<file path="config.mk">
export PLATFORM = sky130hd
export DESIGN_NAME = branch_exec_unit
export DESIGN_NICKNAME = d
export VERILOG_FILES = /design/src/rtl/branch_exec_unit.sv
export SDC_FILE = /design/constraint.sdc
export NUM_CORES = 1
export LEC_CHECK = 0
export CAP_MARGIN = 5
export CORE_MARGIN = 2
export CORE_UTILIZATION = 45
export CTS_BUF_LIST = sky130_fd_sc_hd__clkbuf_4
export DETAILED_ROUTE_END_ITERATION = 7
export GPL_TIMING_DRIVEN = 0
export PLACE_DENSITY = 0.7
export RECOVER_POWER = 50
export SETUP_SLACK_MARGIN = 0.05
export SLEW_MARGIN = 30
export SYNTH_ARGS = -nofsm -noshare
export SYNTH_HDL_FRONTEND = slang
export SYNTH_SLANG_ARGS = --single-unit
</file>
<file path="constraint.sdc">
create_clock -name clk_i -period 11.8 [get_ports clk_i]
set_input_delay 1.77 -clock clk_i [delete_from_list [all_inputs] [get_ports clk_i]]
set_output_delay 1.77 -clock clk_i [all_outputs]
set_load 0.005 [all_outputs]
</file>
<file path="src/rtl/branch_exec_unit.sv">
// Branch/jump execution unit: resolves direction, target and link value in the
// first stage, then carries the result through a stallable, killable pipe.
module branch_exec_unit #(
   parameter int DATA_LEN   = 32,
   parameter int ADDR_LEN   = 32,
   parameter int TAG_W      = 6,
   parameter int PIPE_DEPTH = 2
) (
   input  logic                clk_i,
   input  logic                reset_i,
   input  logic                issue_i,
   input  logic [3:0]          alu_op_i,
   input  logic [DATA_LEN-1:0] src1_i,
   input  logic [DATA_LEN-1:0] src2_i,
   input  logic [ADDR_LEN-1:0] pc_i,
   input  logic [DATA_LEN-1:0] imm_i,
   input  logic [TAG_W-1:0]    rrf_tag_i,
   input  logic                if_write_rrf_i,
   input  logic                pred_taken_i,
   input  logic [ADDR_LEN-1:0] pred_addr_i,
   input  logic                stall_i,
   input  logic                kill_i,
   output logic                ready_o,
   output logic                rob_we_o,
   output logic                rrf_we_o,
   output logic [TAG_W-1:0]    rrf_tag_o,
   output logic [DATA_LEN-1:0] result_o,
   output logic                brcond_o,
   output logic [ADDR_LEN-1:0] jmpaddr_o,
   output logic [ADDR_LEN-1:0] jmpaddr_taken_o,
   output logic                mispredict_o
);

   typedef enum logic [3:0] {
      OP_BEQ  = 4'd0,
      OP_BNE  = 4'd1,
      OP_BLT  = 4'd2,
      OP_BGE  = 4'd3,
      OP_BLTU = 4'd4,
      OP_BGEU = 4'd5,
      OP_JAL  = 4'd6,
      OP_JALR = 4'd7
   } op_e;

   typedef struct packed {
      logic                rrf_we;
      logic [TAG_W-1:0]    tag;
      logic [DATA_LEN-1:0] result;
      logic                brcond;
      logic [ADDR_LEN-1:0] jmpaddr;
      logic [ADDR_LEN-1:0] jmpaddr_taken;
      logic                mispredict;
   } payload_t;

   payload_t                comp;
   payload_t                pipe [PIPE_DEPTH];
   logic [PIPE_DEPTH-1:0]   valid;
   logic [PIPE_DEPTH-1:0]   hold;
   logic                    taken;
   logic                    is_jump;
   logic                    known_op;
   logic [ADDR_LEN-1:0]     pc_plus4;
   logic [ADDR_LEN-1:0]     target;

   always_comb begin
      taken    = 1'b0;
      is_jump  = 1'b0;
      known_op = 1'b1;
      case (alu_op_i)
         OP_BEQ:  taken = (src1_i == src2_i);
         OP_BNE:  taken = (src1_i != src2_i);
         OP_BLT:  taken = ($signed(src1_i) <  $signed(src2_i));
         OP_BGE:  taken = ($signed(src1_i) >= $signed(src2_i));
         OP_BLTU: taken = (src1_i <  src2_i);
         OP_BGEU: taken = (src1_i >= src2_i);
         OP_JAL, OP_JALR: begin
            taken   = 1'b1;
            is_jump = 1'b1;
         end
         default: known_op = 1'b0;
      endcase

      pc_plus4 = pc_i + ADDR_LEN'(4);
      if (alu_op_i == OP_JALR)
         target = (ADDR_LEN'(src1_i) + ADDR_LEN'(imm_i)) & {{(ADDR_LEN-1){1'b1}}, 1'b0};
      else
         target = pc_i + ADDR_LEN'(imm_i);

      // Unknown opcodes never flag a mispredict regardless of the prediction.
      comp               = '0;
      comp.rrf_we        = is_jump & if_write_rrf_i;
      comp.tag           = rrf_tag_i;
      comp.result        = is_jump ? DATA_LEN'(pc_plus4) : '0;
      comp.brcond        = taken;
      comp.jmpaddr       = taken ? target : pc_plus4;
      comp.jmpaddr_taken = target;
      comp.mispredict    = known_op & ((taken != pred_taken_i) |
                                       (taken & (pred_addr_i != target)));
   end

   // A stage freezes only if it and every stage after it are full under stall,
   // so bubbles ahead of a blocked entry keep collapsing.
   always_comb begin
      hold = '0;
      for (int i = 0; i < PIPE_DEPTH; i++) begin
         logic h;
         h = stall_i;
         for (int j = 0; j < PIPE_DEPTH; j++)
            if (j >= i) h = h & valid[j];
         hold[i] = h;
      end
   end

   always_ff @(posedge clk_i or posedge reset_i) begin
      if (reset_i) begin
         valid <= '0;
         for (int i = 0; i < PIPE_DEPTH; i++) pipe[i] <= '0;
      end else begin
         if (!hold[0]) begin
            valid[0] <= issue_i & ~kill_i;
            if (issue_i & ~kill_i) pipe[0] <= comp;
         end
         for (int i = 1; i < PIPE_DEPTH; i++) begin
            if (!hold[i]) begin
               valid[i] <= valid[i-1];
               if (valid[i-1]) pipe[i] <= pipe[i-1];
            end
         end
         if (kill_i) valid <= '0;
      end
   end

   assign ready_o         = ~hold[0];
   assign rob_we_o        = valid[PIPE_DEPTH-1] & ~kill_i;
   assign rrf_we_o        = rob_we_o & pipe[PIPE_DEPTH-1].rrf_we;
   assign mispredict_o    = rob_we_o & pipe[PIPE_DEPTH-1].mispredict;
   assign rrf_tag_o       = pipe[PIPE_DEPTH-1].tag;
   assign result_o        = pipe[PIPE_DEPTH-1].result;
   assign brcond_o        = pipe[PIPE_DEPTH-1].brcond;
   assign jmpaddr_o       = pipe[PIPE_DEPTH-1].jmpaddr;
   assign jmpaddr_taken_o = pipe[PIPE_DEPTH-1].jmpaddr_taken;

endmodule

</file>
Yosys cells after proc, flatten, opt, wreduce, memory -nomap -nowiden. Index checks and enable logic that the tools add are counted.

Add/sub/neg operators: 3. Bitwise logic cells: 14. Equal/unequal tests: 13. Reductions and logical operators: 5. Order comparisons: 4. Mux-type cells: 9.

Operators with widths (number): 32-bit 2-to-1 mux (3); 32-bit adder (2); 32-bit >= comparator (2); 32-bit less-than comparator (2); 32-bit != test (2); 32-bit by 3-bit adder with 32-bit output (second input constant) (1); 32-bit equality test (1); 4-bit by 3-bit equality test with 1-bit output (second input constant) (4); 1-bit AND (10); 4-bit by 2-bit equality test with 1-bit output (second input constant) (2); 8-bit OR reduction (1); 1-bit case mux with 7 select lines (1); 4-bit by 1-bit equality test with 1-bit output (second input constant) (1); 4-bit zero test (1); 1-bit 2-to-1 mux (4); 2-bit != test (second input constant) (2); 2-bit AND reduction (2); 1-bit NOT (3); 2-bit 2-to-1 mux (1); 2-bit OR reduction (1); 1-bit != test (1); 1-bit bitwise OR (1).

Output and inout bits: 107. Logic and storage cells: 64. Bits in registers: 212. Bits of input ports: 177.

Depth between registers and ports, before layout. Gate-level depths: netlist of the first run.

Word-level depth: 6. Depth in mapped cells: 14. Gate-level depth less buffers: 13.

Worst setup path after synthesis of the first run. Ideal clock, no wire load.

Path kind: input -> register. Start point: input port pc_i[0]. End point: register pipe[105] (netlist bit). Arrival: 4377 ps. Stages on the path: 13. Library setup time: 115 ps. Buffers on the path: 0. Required time: 11685 ps. Setup slack: 7308 ps. Path through: ha_1 fa_1 a21o_1 a311o_1 a31oi_1 a21boi_1 or3_1 nand3_1 and3_1 o221ai_1 nor4_1 and4b_1 nor2_1.

Word-level cells in the longest chain between the ends: 6.

RTL lines: start, declared (RTL line 15) `input logic [ADDR_LEN-1:0] pc_i,`; 32-bit adder (RTL line 87) `target = pc_i + ADDR_LEN'(imm_i);`; 32-bit 2-to-1 mux (RTL line 84) `if (alu_op_i == OP_JALR)`; 32-bit != test (RTL line 98) `(taken & (pred_addr_i != target)));`; 1-bit AND (RTL line 98); 1-bit bitwise OR (RTL line 97) `comp.mispredict = known_op & ((taken != pred_taken_i) |`; 1-bit AND (RTL line 97); end signal, assigned by index (RTL line 126) `if (valid[i-1]) pipe[i] <= pipe[i-1];`; end, declared (RTL line 56) `payload_t pipe [PIPE_DEPTH];`.

Every way passes these cells. A chain may end at the register's enable or synchronous reset.

==> results of run 1 <==
## per-stage QoR
step	std cells	hold slack, ns	total power, mW	area [um2]
6_report	2478	0.466	2.49	19500
5_1_grt	2477	0.487	2.64	19500
4_1_cts	2475	0.466	2.50	19500
3_5_place_dp	2388	0.452	1.93	18900
3_3_place_gp	2386	0.446	1.91	18800
2_1_floorplan	1656	0.433	1.50	15500
## logic make-up (layout without fill, tap and decap cells)
| group | Yosys count | count (layout) | synth area share, % |
|---|---|---|---|
| compound gates | 393 | 393 | 16.8 |
| flops | 212 | 212 | 34.3 |
| mux | 149 | 149 | 10.7 |
| buf+inv | 228 | 599 | 8.74 |
| xor+xnor | 113 | 113 | 6.97 |
| fa+ha+maj | 96 | 96 | 7.87 |
| simple gates | 465 | 465 | 14.5 |
| other cells | 0 | 3 | 0 |
## path summary, 6_finish.rpt
kind	slack (ns)	end	startpoint
max reg2reg	8.59	pipe[105]$_DFFE_PP0P_	valid[0]$_DFFE_PP0P_
max in group clk_i	6.21	pipe[160]$_DFFE_PP0P_	src1_i[31]
min	0.47	pipe[171]$_DFFE_PP0P_	pipe[171]$_DFFE_PP0P_
max	5.78	jmpaddr_o[28]$_DFFE_PP0P_	reset_i
min in group asynchronous	2.29	jmpaddr_o[11]$_DFFE_PP0P_	reset_i
min reg2reg	0.47	pipe[171]$_DFFE_PP0P_	pipe[171]$_DFFE_PP0P_
## Yosys cell counts (5+ instances only)
cell type	number	area (um2)
a2111oi_0	5	43.8
a211o_1	5	43.8
a211oi_1	8	60.1
a21o_1	30	225
a21oi_1	94	470
a221o_1	5	50.1
a31oi_1	12	75.1
and2_1	12	75.1
and3_1	20	125
and4b_1	5	50.1
buf_1	5	18.8
buf_2	10	50.1
buf_4	107	803
clkbuf_1	43	161
dfrtp_1	212	5310
ha_1	94	1180
inv_1	56	210
mux2_2	132	1490
mux2i_1	16	160
nand2_1	207	777
nand2b_1	9	56.3
nand3_1	50	250
nand4_1	28	175
nor2_1	66	248
nor2b_1	10	62.6
nor3_1	12	60.1
nor4_1	9	56.3
o211ai_1	14	105
o21a_1	8	60.1
o21ai_0	108	541
o21ai_1	30	150
o21bai_1	6	45.0
or3_1	7	43.8
xnor2_1	58	508
xor2_1	49	429
## final cells by class
| cell class | count | area [um2] | share of cell area (%) |
|---|---|---|---|
| multi-input combinational | 1216 | 8800 | 45.1 |
| sequential | 212 | 5310 | 27.2 |
| clock inverter | 13 | 57.6 | 0.295 |
| antenna | 3 | 7.51 | 0.0385 |
| inverter | 56 | 211 | 1.09 |
| buffer | 172 | 1140 | 5.85 |
| timing repair buffer | 284 | 2850 | 14.6 |
| tap | 448 | 561 | 2.88 |
| clock buffer | 74 | 556 | 2.85 |
## layer usage
layer / GRT usage, % / wire length [um]
met5: 0 / 0
met2: 45.3 / 23000
met1: 37.6 / 22200
met4: 9.18 / 1560
met3: 3.48 / 3450
## critical path, cell delays in order
cell           delay (ns)
dlygate4sd3_1        0.55
clkinvlp_2           1.46
clkbuf_1             2.24
## registers in the layout (all words and copies together), names as in the netlist
name / flops
brcond_o: 1
jmpaddr_o: 32
jmpaddr_taken_o: 32
pipe: 107
result_o: 32
rrf_tag_o: 6
valid: 2
## power breakdown
| group | leakage, nW | internal, mW | switching [mW] | total, mW |
|---|---|---|---|---|
| combinational | 5.73 | 0.536 | 0.442 | 0.979 |
| sequential | 2.72 | 0.862 | 0.0811 | 0.944 |
| clock | 0.363 | 0.287 | 0.285 | 0.572 |
| total | 8.81 | 1.69 | 0.809 | 2.49 |
==> results.ini, run 1 <==
[status]
status = finished, violations left
violations = capacitance limit, slew limit

[worst_setup_path]
cp_max_fo = 61
start_kind = input pin
cp-end-kind = async pin
cp.required_ns = 11.87
worstPathArrival_ns = 6.09
worstRegToRegCells = 10
crit_type = in -> async

[cells_and_area]
fin_nets = 2266
post-route-util_pct = 57.8
layout-drive-gt1-share_pct = 18.7
area_growth_syn_to_layout_pct = 26.1
layout_common_cells = 280 x clkdlybuf4s50_1, 212 x dfrtp_1, 207 x nand2_1
fillers = 3031
layout.cells.most_common = clkdlybuf4s50_1

[clock_tree]
post_cts_buffers = 0
cts-buffers-inserted = 51
path_clk_slew_ns = 0.07
tritoncts = yes
cts_hold_buf = 0
clockBufferDepth = 3
h-tree-depth = 2
root_buffer = clkbuf_4
clk_latency_ns = 0.66
ctsResizeCount = 0
clock-sinks = 212

[grt]
grt_pass1_wl_um = 76400
grt_usage_pct = 27.5
antenna_found_initial = 3
overflow = 0
grt_max_degree = 96
grt_pass1_vias = 13488

[flow_run]
drv_cap = 2

[sta]
finalHoldViolCount = 0
rsz0062_at_grt = no
fin_ws_ns = 5.78
setup_viol = 0
finalSetupTns_ns = 0
fin_worst_skew_ns = 0.0435
final.min_clock_period_ns = 6.02
fin_crit_sh_pct = 51.1
max_freq_mhz = 166
slew_violations = 120
slew_headroom_pct = -104
worst_pin_slew_ns = 3.06

[power]
p_per_area_nw_per_um2 = 128
leakagePower_nw = 8.81
ir_drop_mv = 0.0635

[floorplan]
row_count = 67
io_pins = 284
die-area_um2 = 35800
die_y_um = 189
start_util_pct = 45.9
core_um2 = 33700
die_w_um = 189

[synth]
synth.avg_cell_area_um2 = 9.33
yosys_register_bits = 212
synth_ff_type = dfrtp_1
yosysWarnings = 0
seq_area_frac_synth_pct = 34.3
syn_inst = 1656
syn_area_um2 = 15500
ys_async_sr_fraction_pct = 100
synth_cell_types = 101
synth_nets = 1929
synth_edf_count = 0

[routing]
vias = 13804
post_drt_wl_per_cell_um = 20.2
viasPerCell = 5.57
ant_nets = 0
wl_um = 50200
drc_errors = 0
dr.pass1.iters = 5
drt_iter0_drc = 946

[worst_hold_path]
hp-class = reg -> reg
hold_path_depth = 2

[placed_design]
gp_congestion = 0.982
portBuffers = 282
dpl.hpwl_um = 41000
dp_slack_ns = 5.64

No activity file was read; power rests on OpenSTA's default activity.
==> inputs of run 2 (changes only) <==
clock period = 5.8 ns   (was 11.8 ns; I/O delays follow)
==> results.ini, run 2 (synthesis results as in run 1) <==
[worst_setup_path]
start_kind = input pin
cp_max_fo = 10
reg2reg_to = pipe[105]$_DFFE_PP0P_
max_stage_delay_ns = 0.75
worstRegToRegCells = 10
cp.required_ns = 6.38
cp-endpoint = pipe[160]$_DFFE_PP0P_
reg2reg_from = valid[1]$_DFFE_PP0P_
cp-end-kind = register
crit_type = in -> reg
cp_cell_sequence = clkdlybuf4s50_1 > ha_1 > nand4_1 > nor4_1 > nand4_1 > and3_1 > a21oi_1 > mux2i_1 > a21oi_2 > buf_2 > mux2i_1 > nand2_1 > nand2_1
crit_path_start = src1_i[31]
critPathSlowestCell = nor4_1
worstPathArrival_ns = 5.31
worst-r2r-setup-slack_ns = 2.56

[floorplan]
die_y_um = 189
die_w_um = 189
io_pins = 284
row_count = 67
start_util_pct = 45.9
die-area_um2 = 35800
core_um2 = 33700

[cells_and_area]
regArea_um2 = 5310
area_growth_syn_to_layout_pct = 27.1
layout-drive-gt1-share_pct = 19.1
fin_nets = 2270
largest_register_ffs = 107
top_register = pipe
multi_input_area_um2 = 8800
fillers = 3032
layout.cells.most_common = clkdlybuf4s50_1
layout_common_cells = 280 x clkdlybuf4s50_1, 212 x dfrtp_1, 207 x nand2_1

[routing]
vias = 13826
dr_wl_met3_um = 3030
highest_layer = met5
wl_met2_um = 23600
wirelength_met1_um = 22700
ant_nets = 0
viasPerCell = 5.57
dr.pass1.iters = 5
post_drt_wl_per_cell_um = 20.5
drt_iter0_drc = 919
drc_errors = 0
wl_um = 50800

[power]
p_per_area_nw_per_um2 = 264
power_mw = 5.18
leakagePower_nw = 8.88
ir_drop_mv = 0.126

[sta]
setup_viol = 0
fin_worst_skew_ns = 0.0448
max_freq_mhz = 211
finalSetupTns_ns = 0
slew_headroom_pct = 0.492
fin_ws_ns = 1.07
fin_crit_sh_pct = 81.6
final.min_clock_period_ns = 4.73
worst_pin_slew_ns = 1.49
rsz0062_at_grt = no
timing.hold.ws_ns = 0.466
slew_violations = 0
finalHoldViolCount = 0

[worst_hold_path]
hp-class = reg -> reg

[grt]
overflow = 0
grt_pass1_vias = 13807
antenna_found_initial = 6
grt_usage_pct = 27.9
grt_max_degree = 29
grt_pass1_wl_um = 77300

[placed_design]
portBuffers = 282
dp_slack_ns = 0.449
dpl.hpwl_um = 41900
gp_congestion = 0.961

[clock_tree]
root_buffer = clkbuf_4
cts-buffers-inserted = 49
clockBufferDepth = 3
clock-sinks = 212
ctsResizeCount = 0
tritoncts = yes
h-tree-depth = 2
path_clk_slew_ns = 0.06
post_cts_buffers = 0
clk_latency_ns = 0.64
cts_hold_buf = 0

[flow_run]
drv_cap = 1

[status]
violations = capacitance limit
status = finished, violations left

## run 2: changes by cell type in the layout (fill, tap and decap cells not counted)
cell        delta
clkbuf_4       +3
bufinv_16      +2
diode_2        +1
buf_12         +4
clkinv_1       -6
clkinv_2       +1
inv_2          -1
clkinvlp_4     -1
clkbuf_1       +2
## run 2: worst min path at each step
stage,startpoint,end,slack (ns),cells past startpoint
floorplan,pipe[160]$_DFFE_PP0P_,pipe[160]$_DFFE_PP0P_,0.43,2
global placement,pipe[202]$_DFFE_PP0P_,pipe[202]$_DFFE_PP0P_,0.44,2
finish,pipe[202]$_DFFE_PP0P_,pipe[202]$_DFFE_PP0P_,0.47,2
CTS,pipe[125]$_DFFE_PP0P_,jmpaddr_taken_o[19]$_DFFE_PP0P_,0.44,1
detailed placement,pipe[202]$_DFFE_PP0P_,pipe[202]$_DFFE_PP0P_,0.45,2
global route,pipe[125]$_DFFE_PP0P_,jmpaddr_taken_o[19]$_DFFE_PP0P_,0.48,1
## run 2: area by class of cell
cell class,count,area share [%]
clock inverter,8,0.452
buffer,172,5.81
clock buffer,77,2.94
timing repair buffer,290,15.0
antenna,4,0.0510
sequential,212,27.0
inverter,56,1.08
multi-input combinational,1216,44.8
tap,448,2.86
## run 2: stage by stage
stage	utilization, %	cell area (um2)	instances
global route	58.3	19600	2483
floorplan	-	15500	1656
finish	58.3	19600	2483
CTS	58.4	19700	2479
global placement	55.9	18800	2386
detailed placement	56.4	19000	2394
## run 2: critical path, delay by kind of cell
family                     cells  cell delay (ns)
muxes                          2             0.43
and+or+nand+nor                6             1.89
adders and majority gates      1             0.63
AOI/OAI and AO/OA              2             0.45
buffers and inverters          2             1.01
## run 2: routing by layer
layer	global-route usage (%)	vias up
met5	0	-
met4	8.80	4
met3	3.45	92
met2	46.6	537
met1	37.7	6640
li1	-	6553
## run 2: power by group
group / switching, mW / internal [mW] / leakage (nW)
sequential: 0.167 / 1.75 / 2.72
clock: 0.571 / 0.689 / 0.395
combinational: 0.904 / 1.10 / 5.77
==> RTL edit 1 (settings of run 2) <==
The parameter `PIPE_DEPTH` goes from 2 to 4.
--- a/src/rtl/branch_exec_unit.sv
+++ b/src/rtl/branch_exec_unit.sv
@@ -4,7 +4,7 @@
    parameter int DATA_LEN   = 32,
    parameter int ADDR_LEN   = 32,
    parameter int TAG_W      = 6,
-   parameter int PIPE_DEPTH = 2
+   parameter int PIPE_DEPTH = 4
 ) (
    input  logic                clk_i,
    input  logic                reset_i,
Behaviour: not the same (Yosys sat finds a counterexample within 4 cycles, from zero or initial values and one cycle with reset_i high).
==> RTL edit 1 against run 2 <==
- first-iteration DRC count grew 10%
- die area grew 49%
- power grew 82%
- synthesized area grew 50%
- worst setup slack lost 0.57 ns
- sequential cell count grew 212
- highest routed layer is now met4
- largest cell class unchanged
- final area grew 44%
- routed wire length grew 35%
- the flow finishes with violations (max-capacitance violations, max-slew violations)
==> RTL edit 1: results <==
[synth]
synth_fp_nets = 2412
netlist_top_cells_area = "dfrtp_1 (46%), mux2_2 (17%), ha_1 (5.1%), buf_4 (3.3%), nand2_1 (3.2%)"
seq_area_frac_synth_pct = 45.87
synth_compound_area_share_pct = 10.85
synth_xor_area_share_pct = 3.722
synth.distinct_cells = 81
synthArstFlopShare_pct = 100.0
synth_fa_ha_area_share_pct = 5.258
ys.flop_type = "dfrtp_1"
yosys_warnings = 0
synth_common_cells = "dfrtp_1 (424), mux2_2 (350), nand2_1 (195), o21ai_0 (143), buf_4 (102)"
synthMuxAreaShare_pct = 17.86

[clock_network]
postCtsSetupBuffers = 0
cts_buffers = 100
htreeDepth = 3
clock_path_buffers = 3
clock_latency_ns = 0.84

[timing]
skew_ns = 0.07443
maxSlewHeadroom_pct = -12.16
slew_violations = 90

[place]
placed_area_um2 = 27140
gp_congestion = 0.9546
dpl_worst_slack_ns = -0.2634
dp_hpwl_mm = 55.44
io_buffers = 282

[worst_setup_path]
worst_ep_arrival_time_ns = 5.96
crit_fanout = 10
critPathMaxStageDelay_ns = 0.71
critPathSlowestCell = "clkdlybuf4s50_1"

[global_routing]
grt_pass1_wl_mm = 105.3
grt_pass1_vias = 18399
grt_use_total_pct = 25.69
grt_start_max_net_pins = 33
antenna_found_initial = 8

[layout]
largest_reg_flops = 317
regMostFlops = "pipe"
finalNetCount = 2812
area_growth_pct = 22.19
fillers = 4455
drive_gt1_share_pct = 24.63

[route]
drtIter0Drc = 1012
met2_length_mm = 33.22
dr.pass1.iters = 5
m1WireLength_mm = 29.43
dr_wl_met3_mm = 3.458
vias_per_cell = 5.484
top_layer = "met4"
totalWireLength_mm = 68.49

[flow_run]
max-cap-violations = 4

[run_status]
status = "finished with violations"
violations = "max-capacitance violations, max-slew violations"

[power_and_ir_drop]
ir_drop_v = 0.0001459
power.leakage_nw = 12.82
## RTL edit 1: cell count changes after synthesis, sizes merged, moves of 11 or more
cell	before	now
mux2	133	350
dfrtp	212	424
clkbuf	46	85
nor2	67	90
o21ai	139	152
nand2	207	195
nor3b	2	14
xor2	49	38
## RTL edit 1: per-layer routing
layer,track usage (%),up-vias
met5,0,-
li1,-,8436
met4,9.718,0
met2,43.54,652
met1,33.41,8894
met3,3.693,126
## RTL edit 1: final cells by class
cell class                      instances  area share, %
Antenna cell                            7        0.06198
Buffer                                201          4.046
Clock buffer                          145          3.852
Clock inverter                         33         0.6375
Inverter                               55         0.7438
Multi-Input combinational cell       1459          39.56
Sequential cell                       424          37.54
Tap cell                              680          3.010
Timing Repair Buffer                  298          10.55
## RTL edit 1: final timing paths
path	endpoint	slack (ns)	startpoint	depth (start not counted)
setup reg to reg	pipe[315]	1.99	valid[3]	12
hold / removal	pipe[205]	0.44	pipe[310]	1
hold reg to reg	pipe[205]	0.44	pipe[310]	1
min in group asynchronous	jmpaddr_taken_o[20]	1.11	reset_i	3
max in group asynchronous	pipe[254]	1.04	reset_i	6
setup / recovery	pipe[315]	0.49	alu_op_i[3]	13
## RTL edit 1: critical path, delay by kind of cell
kind	cells	cell delay, ns
and+or+nand+nor	3	0.85
buffers and inverters	4	2.34
xor gates and xnor gates	1	0.19
muxes	1	0.54
AOI/OAI and AO/OA	4	1.14
## RTL edit 1: power by group
part           internal [W]  switching [W]
Combinational       0.00172        0.00117
Sequential          0.00372       0.000456
Clock               0.00120        0.00117
## RTL edit 1: stage by stage
stage	cells	utilization (%)
6_report	3302	55.31
5_1_grt	3301	55.31
4_1_cts	3295	55.60
3_5_place_dp	3117	53.12
3_3_place_gp	3101	52.47
2_1_floorplan	2139	-
## RTL edit 1: logic make-up after synthesis
| family | count (synthesis) |
|---|---|
| compound gates | 399 |
| xor+xnor | 95 |
| fa+ha+maj | 96 |
| buf+inv | 256 |
| flops | 424 |
| mux | 369 |
| simple gates | 500 |
==> RTL edit 2 (config.mk and constraints of run 2) <==
Made on the original files. Reset style: synchronous (`reset_i`), changed in one clocked block.
--- a/src/rtl/branch_exec_unit.sv
+++ b/src/rtl/branch_exec_unit.sv
@@ -111,7 +111,7 @@
       end
    end
 
-   always_ff @(posedge clk_i or posedge reset_i) begin
+   always_ff @(posedge clk_i) begin
       if (reset_i) begin
          valid <= '0;
          for (int i = 0; i < PIPE_DEPTH; i++) pipe[i] <= '0;
Behaviour: differs if reset_i is asserted again (counterexample within 4 cycles, from zero or initial values and one cycle with reset_i high); with reset_i held inactive, the same outputs for 4 cycles.
==> RTL edit 2 against run 2 <==
- sequential cell count unchanged
- final area up 0.78%
- routed wire length down 4.4%
- critical endpoint is now pipe[0][0]
- synthesized area up 2.1%
- power down 18%
- the run ends with max-capacitance violations, max-slew violations left
- largest power group is now sequential cells
- sequential share of layout area up 5.1 points
- first-iteration DRC count up 4.9%
- worst setup slack worse by 0.55 ns
==> RTL edit 2: results <==
[run_status]
violations = "max-capacitance violations, max-slew violations"
status = "finished with violations"

[worst_setup_path]
r2r_cells = 4
rr_startpoint = "valid[1]"
r2r_end = "pipe[0][6]"
critPathSlowestCell = "clkdlybuf4s50_1"
critPathLaunch = "alu_op_i[3]"
worst_ep_arrival_time_ns = 5.64
crit_end = "pipe[0][0]"
critPathMaxStageDelay_ns = 0.68

[clock_network]
cts_buffers = 47
path_clk_slew_ns = 0.08

[timing]
setup_slack_ns = 0.5171
worst_pin_slew_ns = 2.708
slew_violations = 176
skew_ns = 0.04877

[route]
vias = 13673
drtIter0Drc = 964
totalWireLength_mm = 48.59

[synth]
synthArstFlopShare_pct = 0
seq_area_frac_synth_pct = 40.24
synth.distinct_cells = 94
synth_common_cells = "edfxtp_1 (210), nor2_1 (145), and2_1 (135), buf_4 (104), nand2_1 (102)"
synthMuxAreaShare_pct = 0.9045
synth_edf_count = 210
synthCells = 1662
netlist_top_cells_area = "edfxtp_1 (40%), ha_1 (7.5%), and2_1 (5.4%), buf_4 (5.0%), nor2_1 (3.5%)"
synth_compound_area_share_pct = 15.59
yosys_warnings = 0
synth_fa_ha_area_share_pct = 7.712
synth_fp_nets = 1935
synth_xor_area_share_pct = 5.570

[power_and_ir_drop]
power.leakage_nw = 7.943
switchingPower_w = 0.001285
ir_drop_v = 0.0001336
seq_power_share_pct = 42.7
p_seq_w = 0.00182
combPwrFrac_pct = 30.2

[layout]
drive_gt1_share_pct = 10.91

[place]
dpl_worst_slack_ns = -0.3699
gp_congestion = 0.9242
placed_area_um2 = 19270
place_inst = 2403
dp_hpwl_mm = 39.72

[global_routing]
grt_use_total_pct = 26.28
grt_start_max_net_pins = 51
antenna_found_initial = 3
grt_pass1_wl_mm = 73.85
grt_pass1_vias = 13399

[worst_hold_path]
hold_class = "register to register"

[flow_run]
max-cap-violations = 4
-- RTL edit 2: area by class of cell --
type,count,area (um2)
inverter,61,229.0
antenna,5,12.51
multi-input combinational,1199,8048
clock buffer,66,495.5
timing repair buffer,286,2839
clock inverter,11,96.34
buffer,190,1150
sequential,212,6346
tap,455,569.3
fill,3153,14760
-- RTL edit 2: worst register-to-register path, stage by stage (launching register included) --
cell and delay, ns:
dfxtp_1 0.34, nand3_1 0.12, a31o_1 1.24, clkbuf_1 1.42
clkbuf_2 0.91
-- RTL edit 2: worst min-delay path by stage --
stage | slack, ns | endpoint | cells past startpoint | start
final | 0.49 | pipe[0][143] | 1 | pipe[0][38]
after global routing | 0.52 | pipe[0][143] | 1 | pipe[0][38]
after CTS | 0.50 | pipe[0][156] | 1 | pipe[0][51]
after detailed placement | 0.50 | pipe[0][129] | 1 | pipe[0][24]
after global placement | 0.50 | pipe[0][109] | 1 | pipe[0][4]
after floorplan | 0.50 | pipe[0][105] | 1 | pipe[0][0]
-- RTL edit 2: metrics by stage --
step / setup TNS [ns] / hold slack (ns)
final: 0 / 0.4903
after CTS: 0 / 0.5039
after detailed placement: -0.4240 / 0.5024
after global placement: -0.4392 / 0.4992
after global routing: 0 / 0.5157
after floorplan: 0 / 0.4967
-- RTL edit 2: per-layer routing --
layer / GRT usage [%] / up-vias / routed length (um) / part of all wire, %
met5: 0 / - / 0 / 0
met4: 9.024 / 0 / 1387 / 2.9
met3: 2.662 / 74 / 2937 / 6.0
met2: 44.36 / 542 / 22910 / 47
met1: 35.19 / 6352 / 21350 / 44
li1: - / 6705 / - / -
-- RTL edit 2: repair_timing --
action | CTS | global route
endpoints found under the setup margin | 0 | 1
buffers inserted | 0 | 0
gates resized for setup | 0 | 2
